==> config.mk <==
export PLATFORM = sky130hd
export DESIGN_NAME = sram_mem_controller
export DESIGN_NICKNAME = d
export VERILOG_FILES = /design/src/rtl/sram_mem_controller.sv
export SDC_FILE = /design/constraint.sdc
export NUM_CORES = 1
export LEC_CHECK = 0
export ABC_AREA = 1
export BUFFER_PORTS_ARGS = -buffer_cell sky130_fd_sc_hd__buf_2
export CAP_MARGIN = 20
export CORE_ASPECT_RATIO = 1.2
export CORE_UTILIZATION = 30
export CTS_BUF_LIST = sky130_fd_sc_hd__clkbuf_2 sky130_fd_sc_hd__clkbuf_4 sky130_fd_sc_hd__clkbuf_8
export CTS_CLUSTER_DIAMETER = 120
export DETAILED_ROUTE_END_ITERATION = 6
export GPL_TIMING_DRIVEN = 0
export HOLD_SLACK_MARGIN = 0.12
export PLACE_DENSITY = 0.57
export SETUP_SLACK_MARGIN = 0.15
export SLEW_MARGIN = 20
export SYNTH_ARGS = -nofsm -noshare
export SYNTH_HDL_FRONTEND = slang
export SYNTH_SLANG_ARGS = --single-unit
==> constraint.sdc <==
create_clock -name clk -period 3.9 [get_ports clk]
set_input_delay 0.195 -clock clk [delete_from_list [all_inputs] [get_ports clk]]
set_output_delay 0.195 -clock clk [all_outputs]
set_load 0.02 [all_outputs]
==> src/rtl/sram_mem_controller.sv <==
// Two-phase controller for a 16-bit SRAM: each 32-bit load/store is split into a low and a high
// half-word access, with ready held low until the access is complete.
module sram_mem_controller #(
    parameter int DATA_WIDTH   = 32,
    parameter int SRAM_DW      = 16,
    parameter int SRAM_AW      = 18,
    parameter int BASE_ADDR    = 1024,
    parameter int PHASE_CYCLES = 2
) (
    input  logic                  clk,
    input  logic                  rst,
    input  logic                  wr_en,
    input  logic                  rd_en,
    input  logic [DATA_WIDTH-1:0] address,
    input  logic [DATA_WIDTH-1:0] writeData,
    output logic [DATA_WIDTH-1:0] readData,
    output logic                  ready,
    output logic [SRAM_AW-1:0]    SRAM_ADDR,
    output logic [SRAM_DW-1:0]    SRAM_DQ_out,
    input  logic [SRAM_DW-1:0]    SRAM_DQ_in,
    output logic                  SRAM_DQ_oe,
    output logic                  SRAM_WE_N
);
    localparam int CW = $clog2(PHASE_CYCLES);
    localparam int WW = SRAM_AW - 1;

    typedef enum logic [1:0] {S_IDLE, S_LO, S_HI, S_DONE} state_t;

    state_t                state_q, state_d;
    logic [CW-1:0]         cnt_q, cnt_d;
    logic [WW-1:0]         word_q, word_d;
    logic [DATA_WIDTH-1:0] data_q, data_d;
    logic                  wr_q, wr_d;
    logic [DATA_WIDTH-1:0] rdata_q, rdata_d;

    logic [WW-1:0] word_in;
    logic          last, hi;

    // Byte address -> half-word-pair index; out-of-range addresses wrap silently.
    assign word_in = WW'((address - DATA_WIDTH'(BASE_ADDR)) >> 2);
    assign last    = (cnt_q == CW'(PHASE_CYCLES - 1));
    assign hi      = (state_q == S_HI);
    assign readData = rdata_q;

    always_comb begin
        state_d     = state_q;
        cnt_d       = cnt_q;
        word_d      = word_q;
        data_d      = data_q;
        wr_d        = wr_q;
        rdata_d     = rdata_q;
        ready       = 1'b0;
        SRAM_ADDR   = '0;
        SRAM_DQ_out = '0;
        SRAM_DQ_oe  = 1'b0;
        SRAM_WE_N   = 1'b1;
        case (state_q)
            S_IDLE: begin
                ready = !(wr_en | rd_en);
                if (wr_en | rd_en) begin
                    word_d  = word_in;
                    data_d  = writeData;
                    wr_d    = wr_en;
                    cnt_d   = '0;
                    state_d = S_LO;
                end
            end
            S_LO, S_HI: begin
                SRAM_ADDR = {word_q, hi};
                if (wr_q) begin
                    SRAM_DQ_oe  = 1'b1;
                    SRAM_DQ_out = hi ? data_q[DATA_WIDTH-1:SRAM_DW] : data_q[SRAM_DW-1:0];
                    // Last cycle of a phase releases WE_N so address/data hold past the write edge.
                    SRAM_WE_N   = last;
                end
                cnt_d = cnt_q + 1'b1;
                if (last) begin
                    cnt_d = '0;
                    if (!wr_q) begin
                        if (hi) rdata_d[DATA_WIDTH-1:SRAM_DW] = SRAM_DQ_in;
                        else    rdata_d[SRAM_DW-1:0]          = SRAM_DQ_in;
                    end
                    state_d = hi ? S_DONE : S_HI;
                end
            end
            S_DONE: begin
                ready   = 1'b1;
                state_d = S_IDLE;
            end
            default: state_d = S_IDLE;
        endcase
        if (rst) begin
            ready       = 1'b1;
            SRAM_ADDR   = '0;
            SRAM_DQ_out = '0;
            SRAM_DQ_oe  = 1'b0;
            SRAM_WE_N   = 1'b1;
        end
    end

    always_ff @(posedge clk) begin
        if (rst) begin
            state_q <= S_IDLE;
            cnt_q   <= '0;
            word_q  <= '0;
            data_q  <= '0;
            wr_q    <= 1'b0;
            rdata_q <= '0;
        end else begin
            state_q <= state_d;
            cnt_q   <= cnt_d;
            word_q  <= word_d;
            data_q  <= data_d;
            wr_q    <= wr_d;
            rdata_q <= rdata_d;
        end
    end
endmodule

## After elaboration in Yosys (flattened, before gate mapping)

Cells that the tools add are included.

- Output and inout bits: 69
- Input port bits: 84
- Bits in registers: 85
- Logic and storage cells: 47

- Reduce and logical (&&, ||, !) cells: 9
- Eq/ne operators: 5
- Bitwise gates (word level): 3
- Add/sub/neg operators: 2
- Muxes and demuxes: 21

Operators by type and width:

| kind | count |
|---|---|
| $mux 16 | 4 |
| $mux 18 | 2 |
| $sub 19x11->19 const B | 1 |
| $mux 1 | 10 |
| $reduce_and 4->1 | 2 |
| $pmux 2 s3 | 1 |
| $reduce_and 2->1 | 3 |
| $eq 2x2->1 const B | 2 |
| $mux 2 | 2 |
| $ne 2x2->1 const B | 2 |
| $pmux 1 s2 | 2 |
| $eq 2x1->1 const B | 1 |
| $logic_not 2->1 | 1 |
| $not 1->1 | 2 |
| $reduce_bool 2->1 | 1 |
| $reduce_or 2->1 | 1 |
| $add 1x1->1 const B | 1 |
| $logic_not 1->1 | 1 |
| $or 1x1->1 | 1 |

## Logic depth before layout (Yosys ltp)

Gate-level depths: netlist of run 1.

- Word-level depth: 5
- Mapped depth: 9
- Gate-level depth less buffers: 8

## Least setup slack after synthesis of run 1

Ideal clock, no wire load.

- Path kind: reg-to-output
- Start: reg state_q[1]
- End: out SRAM_DQ_out[10]
- Arrival: 1,458 ps
- Path buffers: 2
- Cell stages (with the launch flop): 9
- Slack: 2,247 ps
- Data required time: 3,705 ps
- Path through: dfxtp_1 > inv_1 > ha_1 > buf_4 > nand2_4 > nor2_8 > buf_6 > nand2_1 > inv_1

- Longest elaborated chain between the ends: 5
- Elaborated cells between the ends (all ways): 7
- Classes of those cells: eq/ne: 2; mux: 4; reduce/logical: 1

RTL lines:

| element | RTL line | RTL |
|---|---|---|
| start: declaration | 29 | `state_t state_q, state_d;` |
| start signal: assignment | 110 | `state_q <= state_d;` |
| $eq 2x2->1 | 42, 57 |  |
| $mux 16 | 72 | `SRAM_DQ_out = hi ? data_q[DATA_WIDTH-1:SRAM_DW] : data_q[SRAM_DW-1:0];` |
| $mux 16 | 70 | `if (wr_q) begin` |
| $mux 16 * | 57 | `case (state_q)` |
| $mux 16 * | 92 | `if (rst) begin` |
| end: declaration | 19 | `output logic [SRAM_DW-1:0] SRAM_DQ_out,` |

Mark *: on every way between the ends. The rest lies on a longest branch, timed or not.

## Worst setup path after layout of run 1

- Start: reg state_q[1]
- End: out SRAM_DQ_out[13]

The elaborated chain is that of the path after synthesis.

==> results.tsv, run 1 <==
metric	value	unit
holdWs	131.3	ps
crit_top_cell	inv_1	
initialDrtViolationCount	169	
multi_input_area	0.001663	mm^2
reg2regPathDepth	6	
r2r-start	state_q[0]$_SDFFE_PP0P_	
grt-ovfl-total	0	
synth_fa_ha_area_share	1.655	%
cts_buffer_depth	2	
root_buffer	clkbuf_8	
netlist_top_cells_count	149 x nor2_1, 98 x nand2_1, 85 x dfxtp_1, 81 x o21ai_0, 55 x inv_1	
crit_chain	inv_1 -> ha_1 -> buf_4 -> nand2_4 -> nor2_8 -> buf_6 -> nand2_1 -> inv_1 -> buf_2	
p_per_area	529.6	mW/mm^2
endpoint	SRAM_DQ_out[13]	
p_leak	2.781	nW
firstDrtPassIters	5	
power	2.861	mW
synth_top_cell_by_area	dfxtp_1	
gp_congestion	0.8079	
path_clk_slew	90	ps
synth-simple-area-share	26.98	%
place_area	0.004667	mm^2
cpPeakStageDelay	390	ps
skew	11.84	ps
fin_crit_sh	58.26	%
maxSlewHeadroom	67.01	%
start_kind	flop	
grt_pass1_vias	3831	
final_antenna_net_count	0	
die_y	125.0	um
maxSlewViolCount	0	
fin_ws	1628	ps
setup_violations	0	
rr_endpoint	readData[26]$_SDFFE_PP0P_	
final.setup.tns	0	ps
end_kind	output pin	
die_area	0.01305	mm^2
synth_top_family_by_area	simple AND/OR/NAND/NOR gates	
path_depth	9	
numCtsBuffers	9	
viasPerCell	4.420	
fin_crit	2272	ps
vias	4062	
antenna_cells	0	
synth_compound_area_share	14.90	%
die_w	104.5	um
fin_nets	844	
grt_max_degree	14	
synth_top_area_share	45.02	%
crit_buf_inv	5	
synthDistinctLibCells	24	
antenna_found_initial	0	
netlist_area	0.003780	mm^2
grt_usage	17.52	%
switching_power	1.056	mW
cts-htree-levels	3	
avgSynthCellArea	6.823	um^2
p_clk_share	23.2	%
crit_family	buffers and inverters	
worst_pin_slew	494.8	ps
async_flop_share	0	%
drt_wl_total	11370	um
required	3700	ps
drc_errors	0	
grt_pass1_wl	18110	um
rows	44	
wire_per_inst	12.37	um
area.growth.synth_to_final	42.93	%
whs_path_depth	3	
yosys.area_share.xor_xnor	0.4634	%
final_area	0.005403	mm^2
synth_edf_count	0	
outcome	finished, final reports clean	
crit_type	reg -> out	
switching_share	36.91	%
fmax	0.4401	GHz
min_from	writeData[5]	
yosysSeqAreaShare	45.02	%
ys_warn_count	0	
ir_drop	271.7	uV
cts_tree	built	
pwr-share-seq	40.8	%
finalHoldViolCount	0	
arrival	2080	ps
crit_fanout	10	
core_area	0.01217	mm^2
clock_latency	350	ps
dp_cells	852	
stdcell_count	919	
numPortBuffers	137	
drive_above_1_share	23.88	%
cts_setup_buffers	0	
startpoint	state_q[1]$_SDFFE_PP0P_	
nFillCells	1280	
hpwl	8229	um
muxShareOfSynthArea	0	%
pre_cts_slack	2012	ps
rsz0062_at_grt	false	
yosysMostFrequentCell	nor2_1	
r2r_slack	2240	ps
synthFlopType	dfxtp_1	
postSynthCellCount	554	
comb_power_share	36.0	%
synth_fp_nets	643	
initial_utilization	31.07	%
utilization	44.41	%
drv_cap	0	
p_int	1.805	mW
pin_count	153	
cp_slowest_cell	dfxtp_1	
hold_path.class	in -> reg	
ys_ff_latch	85	
regArea	0.001702	mm^2
clock_sinks	85	
synth_area_leaders	dfxtp_1 45%, nor2_1 15%, o21ai_0 11%	
[worst min-delay path: cells and delay by family]
family          cells  cell delay, ps
simple gates        1              90
buf+inv             1              80
compound gates      1              90
[repair_timing]
| item | in CTS | in global routing |
|---|---|---|
| endpoints found under the hold margin | 54 | 0 |
| hold buffers | 53 | 0 |
| gates resized for setup | 0 | 0 |
[cell usage in the layout (no fill, tap or decap), types with 2 or more instances in the layout]
master         count
dlygate4sd3_1     53
inv_2              3
o21ai_0           81
buf_2            148
clkbuf_8           9
buf_4              4
ha_1               5
dfxtp_1           85
clkbuf_2           3
buf_6              4
nand2_1           98
bufinv_16          2
o21ai_1            4
buf_1              3
a21oi_1           26
nor2_1           149
nand3_1            8
clkbuf_1           7
inv_1             55
[how the worst min path moves through the flow]
stage	end	slack, ps
3_5_place_dp	word_q[8]$_SDFFE_PP0P_	420
4_1_cts	data_q[5]$_SDFFE_PP0P_	120
5_1_grt	data_q[5]$_SDFFE_PP0P_	120
3_3_place_gp	word_q[8]$_SDFFE_PP0P_	420
2_1_floorplan	word_q[8]$_SDFFE_PP0P_	280
6_report	data_q[5]$_SDFFE_PP0P_	130
[cell type report]
| cell class | count | share of cell area [%] |
|---|---|---|
| sequential | 85 | 31.50 |
| multi-input combinational | 377 | 30.78 |
| timing repair buffer | 190 | 22.51 |
| inverter | 60 | 4.308 |
| tap | 161 | 3.729 |
| buffer | 32 | 3.381 |
| clock buffer | 10 | 2.432 |
| clock inverter | 4 | 1.366 |
[sequential cells by signal, indices dropped and copies added, names as in the netlist]
name and flops:
data_q 32, cnt_q 1, state_q 2, readData 32, word_q 17, wr_q 1
[metal layers]
| layer | track usage (%) | up-vias | wire, um |
|---|---|---|---|
| li1 | - | 2115 | - |
| met1 | 20.17 | 1812 | 4947 |
| met2 | 31.55 | 118 | 5613 |
| met3 | 3.597 | 17 | 561 |
| met4 | 6.723 | 0 | 247 |
| met5 | 0 | - | 0 |
[power groups by stage]
stage | Combinational [mW] | Sequential [mW] | Clock (mW)
2_1_floorplan | 0.676 | 1.21 | 0
3_3_place_gp | 0.985 | 1.18 | 0
3_5_place_dp | 0.998 | 1.19 | 0
4_1_cts | 1.04 | 1.17 | 0.690
5_1_grt | 1.17 | 1.19 | 0.720
6_report | 1.03 | 1.17 | 0.664
[logic make-up after synthesis]
logic type,count (synthesis)
AO/OA/AOI/OAI,112
buffers and inverters,92
XOR/XNOR,2
adder cells (fa/ha/maj),5
AND/OR/NAND/NOR,258
flip-flops,85
No activity file was read; power rests on OpenSTA's default activity.
==> run 2, diff against run 1 <==
clock period = 2.1 ns   (was 3.9 ns; I/O delays follow)
==> results.tsv, run 2 (synthesis results as in run 1) <==
metric	value	unit	change
outcome	finished, final reports clean		
grt_pass1_vias	3943		+2.9%
drc_errors	0		unchanged
cts-htree-levels	3		unchanged
grt_pass1_wl	18580	um	+2.6%
finalHoldViolCount	0		unchanged
worst_pin_slew	491.7	ps	-3.069 ps
p_per_area	968.7	mW/mm^2	+83%
start_kind	flop		
clock_latency	350	ps	about the same
core_area	0.01217	mm^2	unchanged
r2r-start	state_q[0]$_SDFFE_PP0P_		
end_kind	output pin		
final.setup.tns	0	ps	unchanged
required	2000	ps	-1700 ps
viasPerCell	4.429		+0.21%
skew	12.29	ps	+0.4505 ps
min_from	address[11]		
nFillCells	1252		-2.2%
cts_buffer_depth	2		unchanged
pin_count	153		unchanged
vias	4146		+2.1%
fin_crit	1852	ps	
antenna_cells	0		unchanged
maxSlewHeadroom	67.22	%	+0.20 points
grt_usage	17.93	%	+0.41 points
hpwl	8229	um	unchanged
drt_wl_total	11690	um	+2.8%
cts_tree	built		
arrival	1750	ps	-330 ps
fin_nets	861		+2.0%
drive_above_1_share	24.65	%	+0.77 points
maxSlewViolCount	0		unchanged
fmax	0.5401	GHz	
wire_per_inst	12.49	um	+0.93%
antenna_found_initial	0		unchanged
firstDrtPassIters	5		unchanged
root_buffer	clkbuf_8		
clock_sinks	85		unchanged
die_y	125.0	um	unchanged
grt_max_degree	14		unchanged
drv_cap	0		unchanged
holdWs	143.5	ps	+12.21 ps
final_cell_mix	149 x nor2_1, 134 x buf_2, 98 x nand2_1, 83 x dfxtp_1, 81 x o21ai_0		
rows	44		unchanged
startpoint	state_q[1]$_SDFFE_PP0P_		
crit_fanout	5		-5
final_common_cell	nor2_1		
numPortBuffers	137		unchanged
rsz0062_at_grt	false		
path_clk_slew	90	ps	about the same
p_leak	2.866	nW	+3.0%
final_antenna_net_count	0		unchanged
grt-ovfl-total	0		unchanged
initial_utilization	31.07	%	unchanged
initialDrtViolationCount	217		+28%
fin_crit_sh	88.17	%	
crit_type	reg -> out		
ir_drop	506.1	uV	+86%
numCtsBuffers	9		unchanged
die_area	0.01305	mm^2	unchanged
hold_path.class	in -> reg		
area.growth.synth_to_final	49.65	%	
setup_violations	0		unchanged
die_w	104.5	um	unchanged
gp_congestion	0.8079		unchanged
## run 2: cell types whose count changed in the layout (fill, tap and decap cells not counted), sizes merged
| cell | delta |
|---|---|
| dlygate4sd3 | +12 |
| buf | +4 |
| clkbuf | +1 |
| clkinv | -1 |
| inv | +1 |
## run 2: stage by stage
step                instances  power, mW  worst slack [ps]  cell area (um^2)  util [%]
finish                    936      5.480             248.5              5657     46.49
global route              936      5.887             151.8              5657     46.49
CTS                       935      5.499             150.2              5617     46.16
detailed placement        852      4.058             302.2              4667     38.36
global placement          852      4.021             329.9              4667     38.36
floorplan                 554      3.501             536.7              3780         -
## run 2: layout make-up
cell class / count / area [um^2] / share of cell area (%)
repair buffers: 207 / 1428 / 25.24
multi-input cells: 377 / 1684 / 29.77
plain buffers: 32 / 198.9 / 3.517
well taps: 161 / 201.4 / 3.561
clock buffers: 10 / 131.4 / 2.322
clock inverters: 4 / 73.82 / 1.305
flip-flops and latches: 85 / 1704 / 30.13
inverters: 60 / 235.2 / 4.158
## run 2: layer usage
| layer | share of wire, % | global-route usage [%] | vias up |
|---|---|---|---|
| met3 | 4.6 | 3.545 | 15 |
| met5 | 0 | 0 | - |
| met4 | 1.9 | 6.723 | 0 |
| li1 | - | - | 2149 |
| met1 | 44 | 20.69 | 1858 |
| met2 | 50 | 32.41 | 124 |
## run 2: worst max-delay path, cell delays in order (launching register included)
cell and delay, ps:
dfxtp_2 360, inv_2 50, ha_4 270, buf_8 110, nand2_8 70, nor2_8 140
buf_6 130, nand2_1 50, inv_1 60, buf_4 130
## run 2: where the power goes
part / switching [mW] / leakage (nW) / internal [mW]
Clock: 0.559 / 0.106 / 0.673
Combinational: 1.26 / 2.06 / 0.812
Sequential: 0.188 / 0.700 / 1.98
Total: 2.01 / 2.87 / 3.47
## run 2: worst paths after layout
path         cells after the start  slack [ps]                        end
min                              4         140     word_q[9]$_SDFFE_PP0P_
min reg2reg                      2         450  readData[20]$_SDFFE_PP0P_
max reg2reg                      6         500  readData[26]$_SDFFE_PP0P_
max                              9         250            SRAM_DQ_out[12]
## run 2: what timing repair did
item,in CTS,in global routing
cloned,1,0
hold buffers,65,0
setup buffers,3,1
endpoints found under the hold margin,81,0
setup endpoints to repair,28,20
pin swaps,2,2
resized for setup,17,11
==> run 3, diff against run 2 <==
==> constraint.sdc (replaced) <==
create_clock -name clk -period 2.1 [get_ports clk]
set_input_delay 0.105 -clock clk [delete_from_list [all_inputs] [get_ports clk]]
set_output_delay 0.105 -clock clk [all_outputs]
set_load 0.05 [all_outputs]
==> results.tsv, run 3 (synthesis results as in run 1) <==
metric	value	unit	change
p_clk_share	19.7	%	-2.8 points
final_common_cell	nor2_1		
cts_buffer_depth	2		unchanged
antenna_found_initial	0		unchanged
maxSlewHeadroom	66.02	%	-1.2 points
final.setup.tns	0	ps	unchanged
grt_usage	18.96	%	+1.0 points
fin_crit_sh	90.27	%	+2.1 points
hold_path.class	in -> reg		
switching_power	2.397	mW	+19%
numPortBuffers	137		unchanged
fmax	0.5275	GHz	-2.3%
drt_wl_total	12270	um	+5.0%
final_cell_mix	149 x nor2_1, 118 x buf_2, 91 x nand2_1, 83 x dfxtp_1, 80 x o21ai_0		
drv_cap	0		unchanged
rows	44		unchanged
pwr-share-seq	37.0	%	-2.6 points
die_y	125.0	um	unchanged
die_area	0.01305	mm^2	unchanged
fin_ws	204.3	ps	-44.21 ps
grt_pass1_vias	4141		+5.0%
maxSlewViolCount	0		unchanged
core_area	0.01217	mm^2	unchanged
pre_cts_slack	194.5	ps	-107.7 ps
pin_count	153		unchanged
skew	10.87	ps	-1.419 ps
finalHoldViolCount	0		unchanged
antenna_cells	0		unchanged
start_kind	flop		
fin_crit	1896	ps	+44.21 ps
root_buffer	clkbuf_8		
vias	4229		+2.0%
final_antenna_net_count	0		unchanged
die_w	104.5	um	unchanged
crit_type	reg -> out		
clock_latency	360	ps	about the same
switching_share	40.78	%	+4.1 points
r2r_slack	410	ps	-90 ps
crit_fanout	6		+1
cts-htree-levels	3		unchanged
rsz0062_at_grt	true		
initialDrtViolationCount	198		-8.8%
end_kind	output pin		
fin_nets	867		+0.70%
numCtsBuffers	9		unchanged
p_leak	2.888	nW	+0.78%
comb_power_share	43.2	%	+5.3 points
cts_tree	built		
gp_congestion	0.8167		+1.1%
viasPerCell	4.485		+1.2%
worst_pin_slew	509.8	ps	+18.06 ps
initial_utilization	31.07	%	unchanged
grt-ovfl-total	0		unchanged
ir_drop	531.4	uV	+5.0%
wire_per_inst	13.01	um	+4.2%
required	2000	ps	about the same
firstDrtPassIters	5		unchanged
arrival	1790	ps	+40 ps
p_int	3.481	mW	+0.38%
grt_max_degree	14		unchanged
outcome	finished, final reports clean		
p_per_area	1010	mW/mm^2	+4.3%
clock_sinks	85		unchanged
drc_errors	0		unchanged
grt_pass1_wl	19580	um	+5.4%
drive_above_1_share	27.11	%	+2.5 points
hpwl	8323	um	+1.1%
setup_violations	0		unchanged
path_clk_slew	80	ps	about the same
area.growth.synth_to_final	53.92	%	
-- run 3: cell types whose count changed in the layout (fill, tap and decap cells not counted), sizes merged --
cell	delta
clkbuf	+11
inv	-2
bufinv	-1
buf	-5
clkinv	+3
nor2	+1
-- run 3: layout make-up --
class	instances	area, um^2
clock buffer	11	145.1
clock inverter	4	48.80
timing repair buffer	212	1568
multi-input combinational	378	1713
inverter	60	235.2
fill	1206	6349
tap	161	201.4
buffer	32	202.7
sequential	85	1704
-- run 3: repair_timing --
item                                    in CTS  in global routing
endpoints found under the setup margin      33                 31
pin swaps                                    3                  2
resized for setup                           29                 58
hold buffers                                65                  0
hold endpoints to repair                    80                  0
setup buffers                                6                  3
gates cloned                                 2                  0
-- run 3: path summary, 6_finish.rpt --
kind,start,to,cells past startpoint
max,state_q[0]$_SDFFE_PP0P_,SRAM_DQ_out[13],9
min,address[11],word_q[9]$_SDFFE_PP0P_,4
max reg2reg,state_q[0]$_SDFFE_PP0P_,word_q[11]$_SDFFE_PP0P_,8
min reg2reg,readData[26]$_SDFFE_PP0P_,readData[26]$_SDFFE_PP0P_,2
-- run 3: through the flow --
stage               util [%]  cell area (um^2)  hold WS, ps  power (mW)  std cells
finish                 47.82              5818        133.4       5.878        943
global route           47.82              5818        160.1       6.293        943
CTS                    46.59              5668        122.7       5.806        940
detailed placement     38.36              4667        337.5       4.365        852
global placement       38.36              4667        326.0       4.324        852
floorplan                  -              3780        194.4       3.793        554
-- run 3: routing by layer --
layer / GRT usage [%] / vias to the layer above / wire [um]
li1: - / 2166 / -
met1: 21.95 / 1896 / 5233
met2: 34.24 / 152 / 6202
met3: 4.223 / 15 / 658
met4: 6.218 / 0 / 178
met5: 0 / - / 0
-- run 3: worst max-delay path, stage by stage (launching register included) --
cell	delay, ps
dfxtp_2	360
inv_4	50
ha_4	260
buf_8	120
nand2_8	70
nor2_8	150
buf_6	160
nand2_2	50
inv_2	60
buf_8	140
-- run 3: power groups by stage --
| stage | logic (mW) | registers [mW] | clock network (mW) |
|---|---|---|---|
| after floorplan | 1.40 | 2.39 | 0 |
| after global placement | 2.13 | 2.19 | 0 |
| after detailed placement | 2.16 | 2.21 | 0 |
| after CTS | 2.44 | 2.17 | 1.19 |
| after global routing | 2.81 | 2.22 | 1.26 |
| final | 2.54 | 2.18 | 1.16 |
